==> config.mk <==
export PLATFORM = sky130hd
export DESIGN_NAME = pipe_fetch_queue_flat
export DESIGN_NICKNAME = d
export VERILOG_FILES = /design/src/rtl/pipe_fetch_queue_pkg.sv /design/src/rtl/pipe_fetch_queue_if.sv /design/src/rtl/pipe_fetch_queue_fq_mem.sv /design/src/rtl/pipe_fetch_queue.sv /design/src/flat_wrapper.sv
export SDC_FILE = /design/constraint.sdc
export NUM_CORES = 1
export LEC_CHECK = 0
export BUFFER_PORTS_ARGS = -buffer_cell sky130_fd_sc_hd__clkbuf_2
export CORE_MARGIN = 5
export CORE_UTILIZATION = 57
export DETAILED_ROUTE_END_ITERATION = 10
export GPL_TIMING_DRIVEN = 1
export PLACE_DENSITY = 0.81
export SYNTH_ARGS = -nofsm -noshare
export SYNTH_HDL_FRONTEND = slang
export SYNTH_HIERARCHICAL = 1
export SYNTH_SLANG_ARGS = --single-unit
==> constraint.sdc <==
create_clock -name clk -period 8 [get_ports clk]
set_input_delay 0.8 -clock clk [delete_from_list [all_inputs] [get_ports clk]]
set_output_delay 0.8 -clock clk [all_outputs]
set_load 0.005 [all_outputs]
==> src/rtl/pipe_fetch_queue_pkg.sv <==
// pipe_fetch_queue shared types and build constants.
// Defining FQ_BYPASS_EN enables the empty-queue IF->ID bypass.
package pipe_fetch_queue_pkg;

  localparam int FQ_DEPTH = 4;
  localparam logic [31:0] NOP_INSTR = 32'h0;

  typedef struct packed {
    logic [31:0] pc4;
    logic [31:0] instr;
  } fq_entry_t;

endpackage

==> src/rtl/pipe_fetch_queue_if.sv <==
// IF/ID handshake bundle around the fetch queue.
// master = pipeline side, slave = the queue.
interface pipe_fetch_queue_if #(
  parameter int DEPTH = pipe_fetch_queue_pkg::FQ_DEPTH
) ();
  localparam int CNT_W = $clog2(DEPTH) + 1;

  logic             flush;
  logic             if_valid;
  logic [31:0]      if_pc4;
  logic [31:0]      if_instr;
  logic             if_ready;
  logic             id_valid;
  logic [31:0]      id_pc4;
  logic [31:0]      id_instr;
  logic             id_ready;
  logic [CNT_W-1:0] count;

  modport master (
    output flush, if_valid, if_pc4,
    output if_instr, id_ready,
    input  if_ready, id_valid, id_pc4,
    input  id_instr, count
  );

  modport slave (
    input  flush, if_valid, if_pc4,
    input  if_instr, id_ready,
    output if_ready, id_valid, id_pc4,
    output id_instr, count
  );
endinterface

==> src/rtl/pipe_fetch_queue_fq_mem.sv <==
// fq_mem: DEPTH x 64-bit storage for the fetch queue,
// one synchronous write port, one asynchronous read port.
module fq_mem
  import pipe_fetch_queue_pkg::*;
#(
  parameter int DEPTH = FQ_DEPTH,
  parameter int AW    = $clog2(DEPTH)
) (
  input  logic      clk,
  input  logic      i_we,
  input  logic [AW-1:0] i_waddr,
  input  fq_entry_t i_wdata,
  input  logic [AW-1:0] i_raddr,
  output fq_entry_t o_rdata
);

  fq_entry_t r_mem [DEPTH];

  // write port; contents need no reset
  always_ff @(posedge clk) begin
    if (i_we)
      r_mem[i_waddr] <= i_wdata;
  end

  assign o_rdata = r_mem[i_raddr];

endmodule

==> src/rtl/pipe_fetch_queue.sv <==
// pipe_fetch_queue: IF->ID decoupling FIFO with flush.
// Optional macro FQ_BYPASS_EN: zero-latency path when empty.
module pipe_fetch_queue
  import pipe_fetch_queue_pkg::*;
#(
  parameter int DEPTH = FQ_DEPTH
) (
  input logic clk,
  input logic rst,
  pipe_fetch_queue_if.slave bus
);

  localparam int PTR_W = $clog2(DEPTH);
  localparam int CNT_W = PTR_W + 1;
  localparam logic [CNT_W-1:0] FULL_C =
    CNT_W'(DEPTH);

  logic [PTR_W-1:0] r_wp;
  logic [PTR_W-1:0] r_rp;
  logic [CNT_W-1:0] r_count;

  logic      w_full;
  logic      w_empty;
  logic      w_byp;
  logic      w_push;
  logic      w_pop;
  fq_entry_t w_head;
  fq_entry_t w_in;

  assign w_full  = (r_count == FULL_C);
  assign w_empty = (r_count == '0);
  assign w_in    = '{pc4: bus.if_pc4,
                     instr: bus.if_instr};

`ifdef FQ_BYPASS_EN
  assign w_byp = w_empty && bus.if_valid
              && !bus.flush;
`else
  assign w_byp = 1'b0;
`endif

  // a bypassed pair taken by ID is never stored
  assign w_push = bus.if_valid && !w_full
               && !bus.flush
               && !(w_byp && bus.id_ready);
  assign w_pop  = !w_empty && bus.id_ready
               && !bus.flush;

  assign bus.if_ready = !w_full;
  assign bus.count    = r_count;

  fq_mem #(.DEPTH(DEPTH), .AW(PTR_W)) u_mem (
    .clk     (clk),
    .i_we    (w_push),
    .i_waddr (r_wp),
    .i_wdata (w_in),
    .i_raddr (r_rp),
    .o_rdata (w_head)
  );

  // ID view: head entry, bypassed pair, or NOP bubble
  always_comb begin
    bus.id_valid = 1'b0;
    bus.id_pc4   = 32'h0;
    bus.id_instr = NOP_INSTR;
    if (!w_empty) begin
      bus.id_valid = 1'b1;
      bus.id_pc4   = w_head.pc4;
      bus.id_instr = w_head.instr;
    end else if (w_byp) begin
      bus.id_valid = 1'b1;
      bus.id_pc4   = bus.if_pc4;
      bus.id_instr = bus.if_instr;
    end
  end

  // pointers and occupancy; flush beats push/pop
  always_ff @(posedge clk or posedge rst) begin
    if (rst) begin
      r_wp    <= '0;
      r_rp    <= '0;
      r_count <= '0;
    end else if (bus.flush) begin
      r_wp    <= '0;
      r_rp    <= '0;
      r_count <= '0;
    end else begin
      if (w_push)
        r_wp <= r_wp + 1'b1;
      if (w_pop)
        r_rp <= r_rp + 1'b1;
      unique case ({w_push, w_pop})
        2'b10:   r_count <= r_count + 1'b1;
        2'b01:   r_count <= r_count - 1'b1;
        default: r_count <= r_count;
      endcase
    end
  end

endmodule
==> src/flat_wrapper.sv <==
// flat-port wrapper written by rule: the top's interface ports become plain ports
module pipe_fetch_queue_flat import pipe_fetch_queue_pkg::*;
#(
  parameter int DEPTH = FQ_DEPTH
)
  (clk, rst, bus_flush, bus_if_valid, bus_if_pc4, bus_if_instr, bus_id_ready, bus_if_ready, bus_id_valid, bus_id_pc4, bus_id_instr, bus_count);
  pipe_fetch_queue_if #(.DEPTH(DEPTH)) bus_i ();
  input logic clk;
  input logic rst;
  input wire logic [$bits(bus_i.flush)-1:0] bus_flush;
  input wire logic [$bits(bus_i.if_valid)-1:0] bus_if_valid;
  input wire logic [$bits(bus_i.if_pc4)-1:0] bus_if_pc4;
  input wire logic [$bits(bus_i.if_instr)-1:0] bus_if_instr;
  input wire logic [$bits(bus_i.id_ready)-1:0] bus_id_ready;
  output wire logic [$bits(bus_i.if_ready)-1:0] bus_if_ready;
  output wire logic [$bits(bus_i.id_valid)-1:0] bus_id_valid;
  output wire logic [$bits(bus_i.id_pc4)-1:0] bus_id_pc4;
  output wire logic [$bits(bus_i.id_instr)-1:0] bus_id_instr;
  output wire logic [$bits(bus_i.count)-1:0] bus_count;
  assign bus_i.flush = bus_flush;
  assign bus_i.if_valid = bus_if_valid;
  assign bus_i.if_pc4 = bus_if_pc4;
  assign bus_i.if_instr = bus_if_instr;
  assign bus_i.id_ready = bus_id_ready;
  assign bus_if_ready = bus_i.if_ready;
  assign bus_id_valid = bus_i.id_valid;
  assign bus_id_pc4 = bus_i.id_pc4;
  assign bus_id_instr = bus_i.id_instr;
  assign bus_count = bus_i.count;
  pipe_fetch_queue #(.DEPTH(DEPTH)) u_core (.clk(clk), .rst(rst), .bus(bus_i));
endmodule
==> impl_metrics.ini, run 1 <==
[die]
die_area_sq_um = 20900
core-area_sq_um = 17900
num_io_pins = 138
initial_core_util = 0.576
dieWidth_um = 145
die_h_um = 145
rows = 49

[yosys]
synth_top_area_cell = edfxtp_1
synth_most_common_cell = edfxtp_1
yosys_warnings = 6
ys_ff_latch = 263
synth_top_cell_area_share = 0.745
netlist_area_sq_um = 10300
yosysSeqAreaShare = 0.762
synthCells = 461
synth_commonest_cells = edfxtp_1, mux4_2, and2_1
synthFlopType = edfxtp_1
synth_edf_count = 256
async_flop_share = 0.0266
ys_top_cells_by_area = edfxtp_1, mux4_2, and2_1, dfrtp_1, and2_4
syn-num-nets = 531
yosysUniqueCellTypes = 37
avgSynthCellArea_sq_um = 22.4

[setup_path]
r2r_start = u_core/bus.count[2]
crit_type = reg2out
rrSetupSlack_ns = 5.32
r2r_end = u_core/bus.count[1]
crit_arrival_ns = 2.95
cp_data_required_time_ns = 7.20
ff2ff_path_depth = 8
startpoint_type = flip-flop
crit_path_end_kind = output port
cp_max_fo = 46

[global_routing]
grt_pass1_vias = 5237
grt_max_degree = 68
grt_pass1_wl_mm = 28.6
grt_use_total = 0.179
globalRouteOverflowTotal = 0
antenna_found_initial = 1

[sta]
final_max_slew_viol_count = 0
fin_crit_sh = 0.469
rsz0062_at_grt = false
period_minus_slack_ns = 3.75
finalSetupViolCount = 0
tns_ns = 0
tightest_slew_ns = 1.18
fin_skew_ns = 0.00752
max_slew_margin = 0.215
max_freq_mhz = 267
hold_violations = 0

[cts]
clk_latency_ns = 0.51
cts-htree-levels = 1
hold_buffers = 0
cts_tree = yes
cts_buffers = 26
cts.sinks = 263
root_buffer = clkbuf_16
clock_path_buffers = 3
clk_pin_slew_ns = 0.06
cts_setup_buffers = 0
cts_resized = 0

[layout]
diodes = 0
final_cells = 854
drive_above_1_share = 0.429
multiInputGateArea_sq_um = 2220
register_area_sq_um = 7870
num-nets-final = 675
syn_to_final_growth_pct = 15.9
fillers = 1174

[routing]
viasPerCell = 5.67
drc = 0
wirelength_mm = 18.3
antenna_left = 0
dr.pass1.iters = 6
wl_per_cell_um = 21.5
drt_iter0_markers = 209
vias = 4845

[pwr]
p_leak_nw = 4.12
ir_worst_vdd_uv = 202
finalPower_mw = 3.11
power.density_nw_per_um2 = 260

[place]
place_inst = 806
gp_congestion = 0.718
dp_hpwl_mm = 10.7
io_buffers = 137

[status]
outcome = finished, final reports clean

[hold_path]
hp-class = in2async

[job]
drv_cap = 0
kinds of logic after synthesis:
family	after synthesis	share of synthesized area
xor+xnor	6	0.00509
fa+ha+maj	1	0.00194
buf+inv	26	0.0246
mux	65	0.142
simple gates	89	0.0579
flops	263	0.762
compound gates	11	0.00619
cell type report:
| class | instances | share of cell area |
|---|---|---|
| clock buffer | 37 | 0.0613 |
| tap | 229 | 0.0240 |
| clock inverter | 11 | 0.0110 |
| timing repair buffer | 141 | 0.0599 |
| sequential | 263 | 0.658 |
| multi-input combinational | 172 | 0.185 |
| inverter | 1 | 0.000314 |
per-stage QoR:
| step | worst slack, ns | util | cell area, sq um | hold slack [ns] |
|---|---|---|---|---|
| 3_3_place_gp | 4.67 | 0.620 | 11100 | 0.599 |
| 6_report | 4.25 | 0.668 | 12000 | 0.215 |
| 4_1_cts | 4.10 | 0.668 | 12000 | 0.195 |
| 5_1_grt | 3.94 | 0.668 | 12000 | 0.208 |
| 2_1_floorplan | 1.55 | - | 10300 | 0.504 |
| 3_5_place_dp | 4.65 | 0.620 | 11100 | 0.645 |
flip-flops by register name (all words and copies together), names as in the netlist:
| register | count |
|---|---|
| u_core/u_mem/r_mem | 256 |
| u_core/bus.count | 3 |
| u_core/r_rp | 2 |
| u_core/r_wp | 2 |
power by group:
group / total [mW] / leakage, nW / switching, mW / internal [mW]
Clock: 1.21 / 0.424 / 0.473 / 0.733
Combinational: 0.316 / 1.29 / 0.150 / 0.166
Sequential: 1.59 / 2.41 / 0.0276 / 1.56
Total: 3.11 / 4.12 / 0.651 / 2.46
critical path, cell delays in order (launching register included):
cell,delay [ns]
dfrtp_4,0.68
buf_4,0.76
mux4_2,0.61
and2_1,0.18
clkbuf_2,0.12
cells in the final DEF, fill, tap and decap left out, types with 3 or more instances in the layout:
| cell type | instances |
|---|---|
| edfxtp_1 | 256 |
| clkbuf_2 | 137 |
| mux4_2 | 60 |
| and2_1 | 46 |
| clkbuf_16 | 27 |
| and2_4 | 18 |
| clkbuf_1 | 8 |
| nor2_1 | 7 |
| clkinv_2 | 6 |
| xor2_1 | 5 |
| dfrtp_1 | 5 |
| a21oi_1 | 4 |
| buf_4 | 4 |
| mux4_1 | 4 |
| bufinv_16 | 3 |
| nor2b_1 | 3 |
| o21ai_0 | 3 |
worst max-delay path by stage:
stage,from,endpoint,slack (ns),cells past startpoint
2_1_floorplan,bus_if_valid,u_core/u_mem/r_mem[0][0],1.55,4
3_3_place_gp,u_core/r_rp[0],bus_id_instr[0],4.67,4
4_1_cts,u_core/r_rp[0],bus_id_instr[0],4.10,4
6_report,u_core/r_rp[0],bus_id_pc4[2],4.25,4
3_5_place_dp,u_core/r_rp[0],bus_id_instr[0],4.65,4
5_1_grt,u_core/r_rp[0],bus_id_instr[0],3.94,4
layer usage:
layer	wire, um	track usage
met1	7570	0.246
met2	9250	0.299
met3	1120	0.0380
met4	396	0.0461
met5	13	0
(Power assumes the default switching activity.)
==> run 2, diff against run 1 <==
--- a/config.mk
+++ b/config.mk
@@ -5,12 +5,13 @@
 export SDC_FILE = /design/constraint.sdc
 export NUM_CORES = 1
 export LEC_CHECK = 0
+export ABC_AREA = 1
 export BUFFER_PORTS_ARGS = -buffer_cell sky130_fd_sc_hd__clkbuf_2
 export CORE_MARGIN = 5
 export CORE_UTILIZATION = 57
 export DETAILED_ROUTE_END_ITERATION = 10
 export GPL_TIMING_DRIVEN = 1
-export PLACE_DENSITY = 0.81
+export PLACE_DENSITY = 0.8
 export SYNTH_ARGS = -nofsm -noshare
 export SYNTH_HDL_FRONTEND = slang
 export SYNTH_HIERARCHICAL = 1
==> constraint.sdc (replaced) <==
create_clock -name clk -period 3.8 [get_ports clk]
set_input_delay 0.38 -clock clk [delete_from_list [all_inputs] [get_ports clk]]
set_output_delay 0.38 -clock clk [all_outputs]
set_load 0.005 [all_outputs]
==> run 2 against run 1 <==
Net effect:
- via count is 62% higher
- global-route usage is 1.8 points higher
- hold slack worse by 0.14 ns
- critical path type unchanged
==> impl_metrics.ini, run 2 <==
[sta]
tightest_slew_ns = 0.962
fin_skew_ns = 0.00804
final_max_slew_viol_count = 0
fin_crit_sh = 0.835
max_slew_margin = 0.358
rsz0062_at_grt = false
hold_violations = 0
period_minus_slack_ns = 3.17
max_freq_mhz = 315
finalSetupViolCount = 0

[setup_path]
cp_cell_sequence = buf_4, nand2_1, nand3_1, nand2_1, inv_1, nor2_1, clkbuf_2
rrSetupSlack_ns = 1.64
crit_slowest_cell = dfrtp_4
crit_family = buffers and inverters
max_stage_delay_ns = 0.83
crit_arrival_ns = 2.79
startpoint_type = flip-flop
crit_buf_inv = 3
cpMostUsedCell = nand2_1
crit_start = u_core/r_rp[0]
ff2ff_path_depth = 7
crit_path_end_kind = output port
r2r_end = u_core/u_mem/r_mem[3][50]
r2r_start = u_core/bus.count[0]
cp_max_fo = 74
cp_data_required_time_ns = 3.42
crit_type = reg2out

[yosys]
synth_top_cell_area_share = 0.657
ys_top_cells_by_area = edfxtp_1, nand2_1, inv_1, nand3_1, nor2_1
async_flop_share = 0.0266
syn-num-nets = 1267
yosys_warnings = 6
avgSynthCellArea_sq_um = 9.78
yosysSeqAreaShare = 0.672
ys_ff_latch = 263
synth_edf_count = 256
yosysUniqueCellTypes = 21
synth_most_common_cell = nand2_1
synthFlopType = edfxtp_1
synth_commonest_cells = nand2_1, inv_1, edfxtp_1
netlist_area_sq_um = 11700
synthCells = 1197
synth_top_area_cell = edfxtp_1

[pwr]
clock_power_share = 0.306
swShare = 0.307
p_seq_frac = 0.441
p_int_mw = 5.38
p_leak_nw = 6.55
power.density_nw_per_um2 = 579
ir_worst_vdd_uv = 742
switchingPower_mw = 2.39
pwr-share-comb = 0.253
finalPower_mw = 7.77

[layout]
utilization = 0.663
final_cells = 1616
top_register = u_core/u_mem/r_mem
drive_above_1_share = 0.155
diodes = 0
final_common_cell = nand2_1
largest_register_ffs = 256
multiInputGateArea_sq_um = 2350
syn_to_final_growth_pct = 14.7
num-nets-final = 1401
fin_area_sq_um = 13400
fillers = 1511
most-common-layout-cells = nand2_1, inv_1, edfxtp_1
register_area_sq_um = 7870

[die]
num_io_pins = 138
rows = 52
die_area_sq_um = 23500
die_h_um = 153
core-area_sq_um = 20200
dieWidth_um = 153
initial_core_util = 0.579

[routing]
drc = 0
vias = 7829
drt_iter0_markers = 467
antenna_left = 0
dr.pass1.iters = 5
wirelength_mm = 23.3
wl_per_cell_um = 14.4
viasPerCell = 4.84

[cts]
clk_latency_ns = 0.52
cts_tree = yes
cts_buffers = 26
root_buffer = clkbuf_16
cts_setup_buffers = 0
clock_path_buffers = 3
cts.sinks = 263
cts-htree-levels = 1
clk_pin_slew_ns = 0.06
cts_resized = 0

[hold_path]
hp-class = in2reg
whs_path_depth = 1
hold_path_startpoint = bus_if_pc4[21]
holdPathEnd = u_core/u_mem/r_mem[1][53]

[global_routing]
grt_max_degree = 75
antenna_found_initial = 1
grt_pass1_wl_mm = 37.9
grt_use_total = 0.197
grt_pass1_vias = 7781
globalRouteOverflowTotal = 0

[place]
dpl_cell_area_sq_um = 12600
place_inst = 1572
gp_congestion = 0.774
dp_hpwl_mm = 13.8
io_buffers = 137

[job]
drv_cap = 0

[status]
outcome = finished, final reports clean
[run 2: changes by cell type after synthesis, sizes merged, moves of 3 or more]
cell	previous run	this run
mux4	64	0
xor2	5	0
nand3	3	131
nor3	1	4
and2	64	0
buf	21	43
nor2	7	70
inv	1	334
nand2	3	338
nor2b	3	0
[run 2: cell families after synthesis]
family,synth area share
xor+xnor,0.000748
fa+ha+maj,0.00171
compound gates,0.00331
flops,0.672
simple gates,0.193
buf+inv,0.130
[run 2: what timing repair did]
item | in CTS | in global routing
hold buffers | 1 | 0
hold endpoints to repair | 7 | 0
endpoints found under the setup margin | 0 | 0
[run 2: area by class of cell]
type,instances,share of cell area
Tap cell,270,0.0252
Sequential cell,263,0.586
Timing Repair Buffer,153,0.0611
Inverter,334,0.0936
Clock buffer,36,0.0566
Clock inverter,7,0.00270
Multi-Input combinational cell,553,0.175
[run 2: power by group through the flow]
| stage | clock, mW | sequential (mW) | combinational [mW] |
|---|---|---|---|
| detailed placement | 0 | 3.49 | 1.98 |
| global placement | 0 | 3.48 | 1.93 |
| finish | 2.38 | 3.43 | 1.96 |
| CTS | 2.42 | 3.43 | 2.00 |
| floorplan | 0 | 3.43 | 1.33 |
| global route | 2.54 | 3.44 | 2.24 |
[run 2: through the flow]
step / setup TNS [ns] / worst slack [ns] / hold WS (ns)
after detailed placement: 0 / 1.19 / 0.321
final: 0 / 0.628 / 0.0739
after global routing: 0 / 0.426 / 0.0676
after global placement: 0 / 1.25 / 0.314
after CTS: 0 / 0.635 / 0.0555
after floorplan: -496.70 / -1.94 / 0.183
[run 2: worst max path at each step]
| stage | endpoint | slack, ns | cells after the start |
|---|---|---|---|
| 3_5_place_dp | bus_id_instr[12] | 1.19 | 7 |
| 3_3_place_gp | bus_id_instr[31] | 1.25 | 8 |
| 2_1_floorplan | u_core/u_mem/r_mem[1][0] | -1.94 | 6 |
| 6_report | bus_id_instr[12] | 0.63 | 7 |
| 5_1_grt | bus_id_instr[12] | 0.43 | 7 |
| 4_1_cts | bus_id_instr[12] | 0.63 | 7 |
[run 2: layer usage]
metal | GRT usage | share of wire | up-vias
met3 | 0.0365 | 0.068 | 36
met5 | 0 | 0.00047 | -
met2 | 0.340 | 0.50 | 238
met1 | 0.256 | 0.42 | 3639
met4 | 0.0598 | 0.018 | 2
li1 | - | - | 3914
